===== src/rtl/ps2_kbd_rx.sv =====
// ps2_kbd_rx: PS/2 keyboard receiver feeding a show-ahead byte FIFO.
// The PS/2 clock and data pins are synchronised into the system clock
// domain. Frames are deserialised on falling edges of the synchronised PS/2
// clock, and accepted scancode bytes are queued for the bus. The bus sees
// the head byte, a ready flag and the last four accepted bytes.
//
// Build option: define PS2_RX_PARITY_CHECK_EN to drop bytes that fail the
// odd-parity check. Without it, the parity bit is captured and then ignored.

module ps2_kbd_rx #(
    parameter int FIFO_AW        = 3,
    parameter int TIMEOUT_CYCLES = 100000
) (
    input  logic        clk,
    input  logic        RSTN,
    input  logic        PS2_clk,
    input  logic        PS2_data,
    input  logic        ps2_rd,
    input  logic        clr_err,
    output logic [7:0]  key,
    output logic        ps2_ready,
    output logic        overflow,
    output logic        frame_err,
    output logic [31:0] Scancode
);

    localparam int DEPTH = 2 ** FIFO_AW;
    localparam int TW    = $clog2(TIMEOUT_CYCLES + 1);

    localparam logic [TW-1:0]      TMO_LAST = TW'(TIMEOUT_CYCLES - 1);
    localparam logic [TW-1:0]      TMO_ONE  = TW'(1);
    localparam logic [FIFO_AW:0]   FULL_CNT = (FIFO_AW + 1)'(DEPTH);
    localparam logic [FIFO_AW:0]   CNT_ONE  = (FIFO_AW + 1)'(1);
    localparam logic [FIFO_AW-1:0] PTR_ONE  = FIFO_AW'(1);

    typedef enum logic [1:0] {
        ST_IDLE   = 2'd0,
        ST_DATA   = 2'd1,
        ST_PARITY = 2'd2,
        ST_STOP   = 2'd3
    } state_t;

    // Odd parity holds when the 8 data bits plus the parity bit contain an
    // odd number of ones.
    function automatic logic odd_parity_ok(input logic [7:0] data, input logic par);
        return ^{data, par};
    endfunction

    // ------------------------------------------------------------------
    // Input conditioning
    // ------------------------------------------------------------------
    logic ps2c_meta_r, ps2c_sync_r, ps2c_prev_r;
    logic ps2d_meta_r, ps2d_sync_r;
    logic fe_s;
    logic data_s;

    // Two-flop synchronisers on both pins, plus a delayed copy of the clock
    // used for falling-edge detection. Idle-high values out of reset.
    always_ff @(posedge clk or negedge RSTN) begin
        if (!RSTN) begin
            ps2c_meta_r <= 1'b1;
            ps2c_sync_r <= 1'b1;
            ps2c_prev_r <= 1'b1;
            ps2d_meta_r <= 1'b1;
            ps2d_sync_r <= 1'b1;
        end else begin
            ps2c_meta_r <= PS2_clk;
            ps2c_sync_r <= ps2c_meta_r;
            ps2c_prev_r <= ps2c_sync_r;
            ps2d_meta_r <= PS2_data;
            ps2d_sync_r <= ps2d_meta_r;
        end
    end

    assign fe_s   = ps2c_prev_r & ~ps2c_sync_r;
    assign data_s = ps2d_sync_r;

    // ------------------------------------------------------------------
    // Frame FSM
    // ------------------------------------------------------------------
    state_t        state_r, state_nxt_s;
    logic [2:0]    bitcnt_r, bitcnt_nxt_s;
    logic [7:0]    shift_r, shift_nxt_s;
    logic          parity_r, parity_nxt_s;
    logic          push_r, push_nxt_s;
    logic [7:0]    push_byte_r;
    logic          frame_err_r, err_nxt_s;
    logic [TW-1:0] tmo_cnt_r;
    logic          tmo_hit_s;
    logic          parity_pass_s;

`ifdef PS2_RX_PARITY_CHECK_EN
    assign parity_pass_s = odd_parity_ok(shift_r, parity_r);
`else
    assign parity_pass_s = 1'b1;
`endif

    assign tmo_hit_s = (state_r != ST_IDLE) && (tmo_cnt_r == TMO_LAST);

    // Inactivity counter: it restarts on every PS/2 falling edge and only
    // runs while a frame is in progress.
    always_ff @(posedge clk or negedge RSTN) begin
        if (!RSTN) begin
            tmo_cnt_r <= '0;
        end else if (fe_s || (state_r == ST_IDLE)) begin
            tmo_cnt_r <= '0;
        end else if (tmo_cnt_r != TMO_LAST) begin
            tmo_cnt_r <= tmo_cnt_r + TMO_ONE;
        end else begin
            tmo_cnt_r <= tmo_cnt_r;
        end
    end

    // Next-state logic. A PS/2 falling edge advances the frame. A timeout
    // abandons the partial frame and reports an error.
    always_comb begin
        state_nxt_s  = state_r;
        bitcnt_nxt_s = bitcnt_r;
        shift_nxt_s  = shift_r;
        parity_nxt_s = parity_r;
        push_nxt_s   = 1'b0;
        err_nxt_s    = 1'b0;
        if (fe_s) begin
            case (state_r)
                ST_IDLE: begin
                    if (!data_s) begin
                        state_nxt_s  = ST_DATA;
                        bitcnt_nxt_s = 3'd0;
                    end else begin
                        err_nxt_s = 1'b1;
                    end
                end
                ST_DATA: begin
                    shift_nxt_s = {data_s, shift_r[7:1]};
                    if (bitcnt_r == 3'd7) begin
                        state_nxt_s  = ST_PARITY;
                        bitcnt_nxt_s = 3'd0;
                    end else begin
                        bitcnt_nxt_s = bitcnt_r + 3'd1;
                    end
                end
                ST_PARITY: begin
                    parity_nxt_s = data_s;
                    state_nxt_s  = ST_STOP;
                end
                ST_STOP: begin
                    state_nxt_s = ST_IDLE;
                    if (data_s && parity_pass_s) begin
                        push_nxt_s = 1'b1;
                    end else begin
                        err_nxt_s = 1'b1;
                    end
                end
                default: begin
                    state_nxt_s = ST_IDLE;
                end
            endcase
        end else if (tmo_hit_s) begin
            state_nxt_s  = ST_IDLE;
            bitcnt_nxt_s = 3'd0;
            shift_nxt_s  = 8'h00;
            err_nxt_s    = 1'b1;
        end else begin
            state_nxt_s = state_r;
        end
    end

    // FSM state and datapath registers. The push request and the byte are
    // registered, so the FIFO write lands one cycle after the stop bit.
    always_ff @(posedge clk or negedge RSTN) begin
        if (!RSTN) begin
            state_r     <= ST_IDLE;
            bitcnt_r    <= 3'd0;
            shift_r     <= 8'h00;
            parity_r    <= 1'b0;
            push_r      <= 1'b0;
            push_byte_r <= 8'h00;
            frame_err_r <= 1'b0;
        end else begin
            state_r     <= state_nxt_s;
            bitcnt_r    <= bitcnt_nxt_s;
            shift_r     <= shift_nxt_s;
            parity_r    <= parity_nxt_s;
            push_r      <= push_nxt_s;
            frame_err_r <= err_nxt_s;
            if (push_nxt_s) begin
                push_byte_r <= shift_r;
            end else begin
                push_byte_r <= push_byte_r;
            end
        end
    end

    // ------------------------------------------------------------------
    // Show-ahead FIFO
    // ------------------------------------------------------------------
    logic [7:0]         mem_r [DEPTH];
    logic [FIFO_AW-1:0] wr_ptr_r, wr_ptr_nxt_s;
    logic [FIFO_AW-1:0] rd_ptr_r, rd_ptr_nxt_s;
    logic [FIFO_AW:0]   count_r, count_nxt_s;
    logic [7:0]         key_r, key_nxt_s;
    logic               ready_r;
    logic               overflow_r;
    logic [31:0]        scancode_r;
    logic               full_s, pop_s, wr_en_s, ovf_evt_s;

    assign full_s    = (count_r == FULL_CNT);
    assign pop_s     = ps2_rd & ready_r;
    // A full FIFO still accepts a byte when a pop frees a slot in the same cycle.
    assign wr_en_s   = push_r & (~full_s | pop_s);
    assign ovf_evt_s = push_r & full_s & ~pop_s;

    // Pointer and count updates, plus the head byte that will be presented
    // after this edge. The pushed byte is bypassed when it becomes the head.
    always_comb begin
        wr_ptr_nxt_s = wr_ptr_r;
        rd_ptr_nxt_s = rd_ptr_r;
        count_nxt_s  = count_r;
        key_nxt_s    = 8'h00;
        case ({wr_en_s, pop_s})
            2'b10:   count_nxt_s = count_r + CNT_ONE;
            2'b01:   count_nxt_s = count_r - CNT_ONE;
            default: count_nxt_s = count_r;
        endcase
        if (wr_en_s) begin
            wr_ptr_nxt_s = wr_ptr_r + PTR_ONE;
        end else begin
            wr_ptr_nxt_s = wr_ptr_r;
        end
        if (pop_s) begin
            rd_ptr_nxt_s = rd_ptr_r + PTR_ONE;
        end else begin
            rd_ptr_nxt_s = rd_ptr_r;
        end
        if (count_nxt_s == '0) begin
            key_nxt_s = 8'h00;
        end else if (wr_en_s && (rd_ptr_nxt_s == wr_ptr_r)) begin
            key_nxt_s = push_byte_r;
        end else begin
            key_nxt_s = mem_r[rd_ptr_nxt_s];
        end
    end

    // FIFO storage. There is no reset: reads are qualified by the count.
    always_ff @(posedge clk) begin
        if (wr_en_s) begin
            mem_r[wr_ptr_r] <= push_byte_r;
        end
    end

    // FIFO control registers and the registered bus-facing head/ready outputs.
    always_ff @(posedge clk or negedge RSTN) begin
        if (!RSTN) begin
            wr_ptr_r <= '0;
            rd_ptr_r <= '0;
            count_r  <= '0;
            key_r    <= 8'h00;
            ready_r  <= 1'b0;
        end else begin
            wr_ptr_r <= wr_ptr_nxt_s;
            rd_ptr_r <= rd_ptr_nxt_s;
            count_r  <= count_nxt_s;
            key_r    <= key_nxt_s;
            ready_r  <= (count_nxt_s != '0);
        end
    end

    // Sticky overflow flag. A new drop wins over a simultaneous clear.
    always_ff @(posedge clk or negedge RSTN) begin
        if (!RSTN) begin
            overflow_r <= 1'b0;
        end else if (ovf_evt_s) begin
            overflow_r <= 1'b1;
        end else if (clr_err) begin
            overflow_r <= 1'b0;
        end else begin
            overflow_r <= overflow_r;
        end
    end

    // Scancode history tracks every accepted byte, even one dropped for lack of room.
    always_ff @(posedge clk or negedge RSTN) begin
        if (!RSTN) begin
            scancode_r <= 32'h0000_0000;
        end else if (push_r) begin
            scancode_r <= {scancode_r[23:0], push_byte_r};
        end else begin
            scancode_r <= scancode_r;
        end
    end

    assign key       = key_r;
    assign ps2_ready = ready_r;
    assign overflow  = overflow_r;
    assign frame_err = frame_err_r;
    assign Scancode  = scancode_r;

endmodule


===== config.mk =====
export PLATFORM = sky130hd
export DESIGN_NAME = ps2_kbd_rx
export DESIGN_NICKNAME = d
export VERILOG_FILES = /design/src/rtl/ps2_kbd_rx.sv
export SDC_FILE = /design/constraint.sdc
export NUM_CORES = 1
export LEC_CHECK = 0
export BUFFER_PORTS_ARGS = -buffer_cell sky130_fd_sc_hd__clkbuf_2
export CAP_MARGIN = 20
export CORE_ASPECT_RATIO = 2
export CORE_MARGIN = 3
export CORE_UTILIZATION = 60
export CTS_CLUSTER_SIZE = 30
export DETAILED_ROUTE_END_ITERATION = 8
export PLACE_DENSITY_LB_ADDON = 0.25
export SLEW_MARGIN = 40
export SYNTH_ARGS = -nofsm -noshare
export SYNTH_HDL_FRONTEND = slang
export SYNTH_SLANG_ARGS = --single-unit

===== constraint.sdc =====
create_clock -name clk -period 2.95 [get_ports clk]
set_input_delay 0.1475 -clock clk [delete_from_list [all_inputs] [get_ports clk]]
set_output_delay 0.1475 -clock clk [all_outputs]
set_load 0.03 [all_outputs]

* Yosys cells after proc, flatten, opt, wreduce, memory -nomap -nowiden
Memories as Yosys holds them, arrays and structs flattened. Cells that the tools add are included.
Storage, ports and cells: bits in registers 97, bits in latches 0, RAM bits 64, memory bits (read-only) 0, input bits 6, word-level logic and storage cells 92, memories 1
Memory list:
- mem_r | depth 8, width 8, rd ports 1, clocked after Yosys merged registers in 0, wr ports 1, line 197 | logic [7:0] mem_r [DEPTH];
Operators by class: $add $sub $neg 6, multiply operators 0, div/mod/pow operators 0, $lt $le $gt $ge 0, eq/ne operators 14, shift-type cells 0, multiplexer cells 30, bitwise operators 9, reductions and logical operators 13
Operator list (number):
- 8-bit two-way mux | 5
- 17-bit two-way mux | 2
- 17-bit by 1-bit adder with 17-bit output, second input constant | 1
- 17-bit equality test, second input constant | 1
- 17-bit inequality test, second input constant | 1
- 3-bit two-way mux | 5
- 1-bit two-way mux | 10
- 3-bit by 1-bit adder with 3-bit output, second input constant | 3
- 2-bit two-way mux | 4
- 2-bit one-hot mux with 4 select lines | 1
- 4-bit one-hot mux with 2 select lines | 1
- 2-bit nonzero test | 4
- 2-bit equality test, second input constant | 3
- 3-bit inequality test, second input constant | 2
- 3-bit one-hot mux with 2 select lines | 1
- 3-bit AND reduction | 2
- 1-bit bitwise AND | 5
- 4-bit by 1-bit adder with 4-bit output, second input constant | 1
- 2-bit by 1-bit equality test with 1-bit output, second input constant | 2
- 4-bit equality test, second input constant | 1
- 4-bit zero test | 1
- 4-bit nonzero test | 1
- 4-bit by 1-bit subtractor with 4-bit output, second input constant | 1
- 3-bit equality test | 1
- 10 further kinds | 13

* Depth between registers and ports, before layout
Gate-level depths: netlist (run 1).
depth after elaboration 8, mapped depth 9

* Worst setup path before layout (run 1)
No wires, ideal clock.
kind register to register, from reg ready_r (netlist: ps2_ready), to mem mem_r[4][0] (enable), setup time 0.398 ns, arrival 1.911 ns, data required time 2.552 ns, slack 0.641 ns, cell stages (with the launch flop) 5, path buffers 0, period minus slack after synthesis 2.309 ns, cells stage by stage dfrtp_1 > nand2_4 > nand2_1 > nand2_1 > nor4b_1
Between the ends: word-level cells in the longest chain between the ends 5
RTL lines:
- from (decl) | line 202 | logic ready_r;
- from (signal assigned) | line 264 | ready_r <= (count_nxt_s != '0);
- 1-bit bitwise AND | line 208 | assign pop_s = ps2_rd & ready_r;
- 1-bit OR | line 210 | assign wr_en_s = push_r & (~full_s | pop_s);
- 1-bit bitwise AND | line 210
- 1-bit two-way mux | line 246 | if (wr_en_s) begin
- 1-bit two-way mux (implied by the code) | line 247 | mem_r[wr_ptr_r] <= push_byte_r;
- to (decl) | line 197
No other way between the ends.

* Worst setup path after layout (run 1)
from reg push_r, to reg key_r[5] (netlist: key[5])
Between the ends: word-level cells in the longest chain between the ends 5, elaborated cells between the ends (all ways) 8, those cells by class eq/ne (2); mux (3); bitwise (1); reduce/logical (2)
RTL lines:
- from (decl) | line 85 | logic push_r, push_nxt_s;
- from (signal assigned) | line 184 | push_r <= push_nxt_s;
- 1-bit bitwise AND * | line 210
- 2-bit by 1-bit equality test with 1-bit output / 2-bit equality test (equally long branches) | line 220 | case ({wr_en_s, pop_s})
- 4-bit one-hot mux with 2 select lines | line 220
- 4-bit zero test | line 235 | if (count_nxt_s == '0) begin
- 8-bit two-way mux * | line 235
- net key_nxt_s[5] | line 201 | logic [7:0] key_r, key_nxt_s;
- to (signal assigned) | line 263 | key_r <= key_nxt_s;
- to (decl) | line 201
Mark *: on every way through the listed nets, which the timed path passes. The rest lies on a longest branch. A chain may end at the register's enable or synchronous reset.

==> impl_metrics.csv, run 1 <==
group,metric,value,unit
run_status,status,"finished, final reports clean",
layout,areaGrowthSynthToFinish,16.24,%
global_route,grt-busiest-layer,"met2",
run,max_cap_violations,0,
power,p_sw_frac,0.3086,
setup_path,crit_fanout,9,
global_route,grt_start_max_net_pins,53,
global_route,met1_usage,0.2503,
layout,fillers,745,
drt,wl_per_cell,19.64,um
global_route,grt_pass1_wl,21270,um
synthesis,ys_seq_area_frac,0.6445,
global_route,antenna_found_initial,0,
placement,place_congestion,0.8665,
power,peakVddDrop,0.0005251,V
synthesis,synth.most_common_cell,"dfrtp_1",
floorplanning,core,10950,sq um
drt,antenna_left,0,
setup_path,crit_type,"reg -> reg",
cts,post_cts_buffers,0,
global_route,overflow,0,
sta,fin_crit_sh,0.8544,
setup_path,r2r_cells,8,
setup_path,reg2reg_from,"push_r",
setup_path,regToRegSetupSlack,430,ps
setup_path,cp.required,3220,ps
cts,cts.sinks,161,
global_route,grtUsageTotal,0.2277,
synthesis,syn_area,6758,sq um
synthesis,synthesis.instances,449,
floorplanning,pin_count,49,
setup_path,reg2reg_to,"key[5]",
floorplanning,fp-row-count,54,
sta,fmax,396.8,MHz
floorplanning,start_util,0.6174,
synthesis,synth-seq-cells,161,
drt,vias,3930,
drt,remaining_drc_errors,0,
setup_path,cp-end-kind,"register",
sta,rsz0062_at_grt,"false",
floorplanning,die_y,156.1,um
power,power_switching,2.044,mW
placement,io_buffers,48,
sta,setup_violations,0,
drt,vias_per_cell,5.866,
synthesis,synth_edf_count,64,
layout,antenna-diode-count,0,
synthesis,synth_flop_cell,"dfrtp_1",
global_route,met3_usage,0.05087,
min_path,min_path_cells,3,
drt,firstDrtPassIters,5,
drt,totalWireLength,13160,um
synthesis,syn_area_per_cell,15.05,sq um
layout,design_area,7855,sq um
power,p_comb_frac,0.251,
setup_path,critPathLaunchType,"register",
layout,fin_nets,533,
power,p_int,4.579,mW
synthesis,synthesis.nets,465,
sta,slew_violations,0,
synthesis,async_flop_share,0.6025,
power,pwr-share-seq,0.407,
power,powerDensity,843.1,nW/um^2
sta,hold_ws,294.7,ps
synthesis,netlist_top_cells_count,"dfrtp_1, edfxtp_1, mux2_2, nand2_1, nor2_1",
synthesis,synth_area_leader_cell,"dfrtp_1",
synthesis,yosysWarnings,0,
power,p_leak,3.419,nW
synthesis,post_synth_main_area_contributors,"dfrtp_1, edfxtp_1, mux2_2",
cts,cts_tree,"built",
global_route,grt_pass1_vias,4160,
sta,period_minus_slack,2520,ps
global_route,use_met2,0.4143,
sta,skew,17.53,ps
cts,clock_path_buffers,2,
sta,hold_viol_final,0,
layout,drive_gt1_frac,0.2962,
cts,htreeDepth,4,
min_path,holdCritPathClass,"in -> reg",
placement,hpwl,8983,um
floorplanning,die_w,81.04,um
setup_path,arrival,2790,ps
floorplanning,die_area,12650,sq um
synthesis,synth_top_area_share,0.3407,
placement,placed_area,7193,sq um
cts,cts_made_buffers,17,
cts,clock_latency,420,ps
cts,clkTransAtPathRegs,70,ps
sta,relSlewSlack,0.5087,
sta,worst_pin_slew,736.9,ps
synthesis,ys_types,54,
drt,first_iter_violations,185,
cts,root_buffer,"clkbuf_16",
min_path,whs_endpoint,"rd_ptr_r[2]",
power,power_frac_clock,0.343,
sta,setup_tns,0,ps
min_path,holdCritStartpoint,"ps2_rd",
sequential cells by signal (all words and copies together), names as in the netlist, 4 cells and up:
name / cells
key: 8
push_byte_r: 8
tmo_cnt_r: 17
shift_r: 8
mem_r: 64
count_r: 4
Scancode: 32
how the worst max path moves through the flow:
stage	startpoint	cells past startpoint	end
final	push_r	8	key[5]
after global routing	push_r	8	key[5]
after CTS	push_r	8	key[5]
after detailed placement	push_r	8	key[5]
after global placement	push_r	8	key[5]
after floorplan	ps2_ready	4	mem_r[4][0]
cells in the final DEF (no fill, tap or decap), drive strengths merged, types with 4 or more instances in the layout:
cell	n
dlygate4sd3	4
xor2	15
clkbuf	64
nor3	15
a21oi	4
buf	15
a311oi	7
dfstp	5
and3	5
ha	10
edfxtp	64
mux2i	8
nand3	12
nand2	31
nor2	26
nand4	5
dfrtp	92
o21ai	13
or3	4
a22o	8
mux2	42
xnor2	12
inv	18
mux4	14
per-layer routing:
| layer | vias to the layer above | wire, um |
|---|---|---|
| met1 | 2031 | 4799 |
| met4 | 0 | 342 |
| met3 | 20 | 362 |
| li1 | 1800 | - |
| met2 | 79 | 7652 |
| met5 | - | 0 |
worst max-delay path, cell delays in order, from the launching register on:
cell and delay [ps]:
dfrtp_1 440, nand3b_1 310, xnor2_1 210, ha_1 270, o21a_1 210, nor3_1 180, o21ai_0 170, a211oi_4 480
a311oi_1 110
metrics by stage:
stage / setup slack (ps) / cells / util / power, mW
6_report: 429.6 / 670 / 0.7177 / 6.623
5_1_grt: 289.9 / 670 / 0.7177 / 6.914
4_1_cts: 434.1 / 670 / 0.7174 / 6.677
3_5_place_dp: 466.2 / 634 / 0.6572 / 4.398
3_3_place_gp: 630.3 / 634 / 0.6567 / 4.324
2_1_floorplan: 641.0 / 449 / - / 4.017
power by group through the flow:
stage | clock network (mW) | registers, mW | logic (mW)
floorplan | 0 | 2.77 | 1.24
global placement | 0 | 2.73 | 1.60
detailed placement | 0 | 2.74 | 1.66
CTS | 2.31 | 2.69 | 1.68
global route | 2.40 | 2.71 | 1.80
finish | 2.27 | 2.69 | 1.66
layout make-up:
class / count / area, sq um / area share
timing repair buffer: 66 / 387.9 / 0.04938
tap: 140 / 175.2 / 0.02230
clock buffer: 17 / 425.4 / 0.05416
multi-input combinational: 260 / 2276 / 0.2897
clock inverter: 15 / 193.9 / 0.02469
sequential: 161 / 4355 / 0.5545
inverter: 11 / 41.29 / 0.005256
logic make-up after synthesis:
family,share of synthesized area
AND/OR/NAND/NOR,0.08980
multiplexers,0.1381
adder cells (fa/ha/maj),0.01852
buffers and inverters,0.01981
flip-flops,0.6445
XOR/XNOR,0.04166
AO/OA/AOI/OAI,0.04759
timing repair:
| action | in CTS | in global routing |
|---|---|---|
| endpoints found under the hold margin | 48 | 0 |
| setup endpoints to repair | 0 | 0 |
| gates resized for setup | 0 | 0 |
| hold buffers | 4 | 0 |
Power figures use the tool's default switching activity.
==> run 2: changes to the inputs <==
--- a/config.mk
+++ b/config.mk
@@ -7,11 +7,14 @@
 export LEC_CHECK = 0
 export BUFFER_PORTS_ARGS = -buffer_cell sky130_fd_sc_hd__clkbuf_2
 export CAP_MARGIN = 20
+export CELL_PAD_IN_SITES_DETAIL_PLACEMENT = 1
+export CELL_PAD_IN_SITES_GLOBAL_PLACEMENT = 1
 export CORE_ASPECT_RATIO = 2
 export CORE_MARGIN = 3
-export CORE_UTILIZATION = 60
+export CORE_UTILIZATION = 50
 export CTS_CLUSTER_SIZE = 30
 export DETAILED_ROUTE_END_ITERATION = 8
+export HOLD_SLACK_MARGIN = 0.03
 export PLACE_DENSITY_LB_ADDON = 0.25
 export SLEW_MARGIN = 40
 export SYNTH_ARGS = -nofsm -noshare
==> run 2 against run 1 <==
  * Critical path depth did not move
  * Worst hold slack got worse by 110 ps
  * Power fell by 1.3%
  * Worst setup slack improved by 110 ps
  * Wire length rose by 20%
==> impl_metrics.csv, run 2 (synthesis gave the netlist of run 1 again) <==
group,metric,value,unit
cts,cts_tree,"built",
placement,placed_cells,648,
global_route,grt_pass1_vias,4426,
global_route,grt_pass1_wl,24570,um
floorplanning,fp-row-count,59,
setup_path,arrival,2690,ps
min_path,holdCritPathClass,"in -> reg",
drt,antenna_left,0,
power,p_leak,3.412,nW
floorplanning,die_w,88.21,um
drt,first_iter_violations,207,
sta,setup_tns,0,ps
sta,fmax,415.4,MHz
drt,vias_per_cell,5.876,
drt,wl_per_cell,23.15,um
layout,finish.utilization,0.5967,
floorplanning,pin_count,49,
floorplanning,die_y,170.4,um
layout,layout_commonest_cell,"dfrtp_1",
global_route,grtUsageTotal,0.2249,
cts,clock_path_buffers,2,
sta,rsz0062_at_grt,"false",
floorplanning,start_util,0.5143,
cts,clkTransAtPathRegs,60,ps
layout,multi_input_area,2273,sq um
layout,final_cells,684,
sta,setup_violations,0,
power,powerDensity,833.8,nW/um^2
layout,largest_register,"mem_r",
run_status,status,"finished, final reports clean",
drt,firstDrtPassIters,4,
cts,postCtsHoldBufs,4,
cts,htreeDepth,4,
power,p_total,6.538,mW
setup_path,regToRegSetupSlack,540,ps
power,peakVddDrop,0.0004681,V
global_route,overflow,0,
cts,root_buffer,"clkbuf_16",
run,max_cap_violations,0,
cts,cts.sinks,161,
setup_path,critPathLaunchType,"register",
layout,drive_gt1_frac,0.2951,
placement,place_congestion,0.8300,
global_route,antenna_found_initial,0,
sta,postLayoutSetupSlackWorst,542.8,ps
sta,fin_crit_sh,0.8160,
layout,seqCellArea,4355,sq um
placement,hpwl,10680,um
sta,period_minus_slack,2407,ps
sta,worst_pin_slew,764.9,ps
layout,fin_nets,535,
drt,totalWireLength,15840,um
floorplanning,die_area,15030,sq um
layout,antenna-diode-count,0,
drt,vias,4019,
floorplanning,core,13140,sq um
sta,relSlewSlack,0.4901,
layout,areaGrowthSynthToFinish,16.03,%
placement,io_buffers,48,
sta,hold_viol_final,0,
cts,post_cts_buffers,0,
setup_path,cp-end-kind,"register",
sta,slew_violations,0,
drt,remaining_drc_errors,0,
layout,fillers,1249,
setup_path,crit_type,"reg -> reg",
sta,skew,6.697,ps
global_route,grt_start_max_net_pins,74,
cts,clock_latency,420,ps
setup_path,crit_fanout,9,
placement,post-place-ws,571.7,ps
layout,mostFrequentLayoutCells,"dfrtp_1, edfxtp_1, clkbuf_2",
cts,cts_resized,0,
setup_path,cp.required,3230,ps
cts,cts_made_buffers,17,
layout,largest_reg_flops,64,
==> run 2: cell count changes in the layout (fill, tap and decap cells not counted), sizes merged <==
cell / before / now
clkbuf: 64 / 67
buf: 15 / 17
clkinv: 3 / 4
bufinv: 3 / 0
inv: 18 / 17
==> run 2: layout make-up <==
class                      instances  share of cell area
sequential                       161              0.5554
clock inverter                    12             0.01213
timing repair buffer              68             0.05186
multi-input combinational        260              0.2899
tap                              152             0.02425
clock buffer                      20             0.06111
inverter                          11            0.005266
==> run 2: final timing paths <==
path | startpoint | cells after the start | endpoint
max | ps2_ready | 8 | key[5]
min | ps2_rd | 3 | rd_ptr_r[2]
max reg2reg | ps2_ready | 8 | key[5]
min reg2reg | ps2c_meta_r | 0 | ps2c_sync_r
max in group asynchronous | RSTN | 3 | tmo_cnt_r[3]
min in group asynchronous | RSTN | 2 | key[0]
==> run 2: metrics by stage <==
| step | area (sq um) | hold slack, ps |
|---|---|---|
| floorplan | 6758 | -148.1 |
| finish | 7841 | 182.3 |
| detailed placement | 7227 | 229.4 |
| global route | 7841 | 198.2 |
| CTS | 7841 | 188.7 |
| global placement | 7218 | 236.5 |
==> run 2: worst max-delay path: stages (launching register included) <==
cell	delay [ps]
dfrtp_1	450
nand3b_1	240
xnor2_1	200
ha_1	260
o21a_1	200
nor3_1	160
o21ai_0	170
a211oi_4	460
a311oi_1	120
==> run 2: per-layer routing <==
layer  wire (um)  GRT usage
met5           0          0
met4         601     0.1112
met3         305    0.03585
met2        9553     0.4327
met1        5375     0.2215
==> run 2: power breakdown <==
group,switching [mW],internal (mW)
Sequential,0.209,2.50
Clock,0.930,1.19
Combinational,0.969,0.733
==> run 3: changes to the inputs <==
==> constraint.sdc (replaced) <==
create_clock -name clk -period 2.5 [get_ports clk]
set_input_delay 0.125 -clock clk [delete_from_list [all_inputs] [get_ports clk]]
set_output_delay 0.125 -clock clk [all_outputs]
set_load 0.03 [all_outputs]
==> run 3 against run 2 <==
  * Final area rose by 1.0%
  * Worst hold slack better by 14 ps
  * Global-route usage down 0.20 points
  * Wire length shrank 1.6%
  * Clock skew rose by 3.2 ps
  * Utilization up 0.61 points
  * Flip-flop and latch count stayed put
  * Critical path depth decreased by 2
  * Worst setup slack worse by 380 ps
  * Maximum frequency rose by 2.9%
  * Clock power increased by 28%
  * Via count is 0.20% lower
==> impl_metrics.csv, run 3 (synthesis gave the netlist of run 1 again) <==
group,metric,value,unit
run_status,status,"finished, final reports clean",
setup_path,critPathMaxStageDelay,460,ps
layout,layout_commonest_cell,"dfrtp_1",
cts,clkTransAtPathRegs,60,ps
setup_path,crit_path_end,"key[5]",
sta,period_minus_slack,2340,ps
setup_path,path_buf_inv,0,
global_route,antenna_found_initial,0,
cts,root_buffer,"clkbuf_16",
setup_path,cp.required,2810,ps
global_route,grtUsageTotal,0.2229,
drt,totalWireLength,15580,um
sta,postLayoutSetupSlackWorst,160.0,ps
sta,fin_crit_sh,0.9360,
power,peakVddDrop,0.0005291,V
cts,clock_path_buffers,2,
sta,setup_violations,0,
layout,largest_reg_flops,64,
sta,relSlewSlack,0.5498,
power,p_comb_frac,0.259,
setup_path,reg2reg_from,"rd_ptr_r[0]",
power,pwr-share-seq,0.402,
setup_path,crit_fanout,9,
layout,multi_input_area,2273,sq um
global_route,overflow,0,
floorplanning,start_util,0.5143,
floorplanning,fp-row-count,59,
floorplanning,core,13140,sq um
power,p_int,5.506,mW
power,p_leak,3.462,nW
drt,wl_per_cell,22.64,um
setup_path,crit_chain,"ha_1 > xor2_1 > nor3_1 > o21ai_2 > or2_2 > a311oi_1",
drt,vias,4011,
placement,post-place-ws,63.29,ps
floorplanning,pin_count,49,
sta,setup_tns,0,ps
run,max_cap_violations,0,
min_path,holdCritPathClass,"in -> reg",
placement,place_congestion,0.7928,
drt,remaining_drc_errors,0,
placement,io_buffers,48,
sta,fmax,427.4,MHz
sta,slew_violations,0,
setup_path,critPathLaunchType,"register",
power,power_switching,2.482,mW
setup_path,reg2reg_to,"key[5]",
global_route,grt_start_max_net_pins,73,
setup_path,regToRegSetupSlack,160,ps
layout,drive_gt1_frac,0.3022,
layout,largest_register,"mem_r",
layout,mostFrequentLayoutCells,"dfrtp_1, edfxtp_1, clkbuf_2",
setup_path,slowest_stage,"dfrtp_1",
layout,seqCellArea,4355,sq um
setup_path,path_depth,6,
sta,skew,9.848,ps
floorplanning,die_area,15030,sq um
layout,fin_nets,539,
power,p_total,7.988,mW
drt,firstDrtPassIters,4,
placement,hpwl,10990,um
layout,areaGrowthSynthToFinish,17.22,%
power,p_sw_frac,0.3107,
sta,rsz0062_at_grt,"false",
setup_path,crit_family,"simple AND/OR/NAND/NOR gates",
cts,cts.sinks,161,
layout,fillers,1249,
power,powerDensity,1008,nW/um^2
sta,worst_pin_slew,675.3,ps
setup_path,critical_path.startpoint,"rd_ptr_r[0]",
setup_path,cp-end-kind,"register",
sta,hold_viol_final,0,
layout,antenna-diode-count,0,
drt,first_iter_violations,168,
cts,htreeDepth,4,
floorplanning,die_y,170.4,um
global_route,grt_pass1_vias,4426,
global_route,grt_pass1_wl,24340,um
cts,cts_tree,"built",
cts,clock_latency,420,ps
floorplanning,die_w,88.21,um
setup_path,crit_type,"reg -> reg",
setup_path,r2r_cells,6,
power,power_frac_clock,0.339,
drt,antenna_left,0,
sta,hold_ws,196.5,ps
drt,vias_per_cell,5.830,
setup_path,arrival,2650,ps
cts,cts_made_buffers,17,
run 3: cell types whose count changed in the layout (fill, tap and decap cells not counted), moves of 2 or more:
cell and delta:
buf_4 +4, inv_6 -3, bufinv_16 +2, clkbuf_8 +2, clkinvlp_4 -2, nor2_1 -2
nor2_2 +2
run 3: power by group through the flow:
stage | Sequential [mW] | Combinational [mW] | Clock, mW
2_1_floorplan | 3.27 | 1.47 | 0
3_3_place_gp | 3.24 | 1.94 | 0
3_5_place_dp | 3.27 | 2.03 | 0
4_1_cts | 3.22 | 2.06 | 2.76
5_1_grt | 3.24 | 2.24 | 2.88
6_report | 3.21 | 2.07 | 2.71
run 3: what timing repair did:
item / 4_1_cts / 5_1_grt
gates resized for setup: 0 / 1
hold endpoints to repair: 68 / 0
endpoints found under the setup margin: 0 / 9
hold buffers: 4 / 0
setup buffers: 0 / 3
run 3: worst min-delay path, stage by stage:
cell      delay (ps)
clkbuf_2         140
nand2_4          120
nand3_1          110
o21ai_0           70
run 3: how the worst min path moves through the flow:
stage,start,end,slack (ps),cells past startpoint
global placement,PS2_data,ps2d_meta_r,210,1
CTS,ps2_rd,overflow,190,4
global route,ps2_rd,overflow,200,4
floorplan,RSTN,Scancode[0],-170,0
detailed placement,RSTN,push_byte_r[7],190,1
finish,ps2_rd,overflow,200,4
run 3: area by class of cell:
| type | count | share of cell area |
|---|---|---|
| clock inverters | 10 | 0.01485 |
| repair buffers | 72 | 0.05513 |
| multi-input cells | 260 | 0.2870 |
| well taps | 152 | 0.02401 |
| clock buffers | 22 | 0.06397 |
| flip-flops and latches | 161 | 0.5498 |
| inverters | 11 | 0.005212 |
run 3: routing by layer:
metal / up-vias / global-route usage / wire [um]
met5: - / 0 / 0
li1: 1814 / - / -
met4: 0 / 0.1000 / 544
met3: 36 / 0.04457 / 383
met1: 2083 / 0.2223 / 5312
met2: 78 / 0.4252 / 9339
run 3: stage by stage:
stage / cell area (sq um) / instances / util
CTS: 7894 / 685 / 0.6007
global placement: 7226 / 649 / 0.5499
finish: 7921 / 688 / 0.6028
floorplan: 6758 / 449 / -
global route: 7921 / 688 / 0.6028
detailed placement: 7229 / 649 / 0.5502
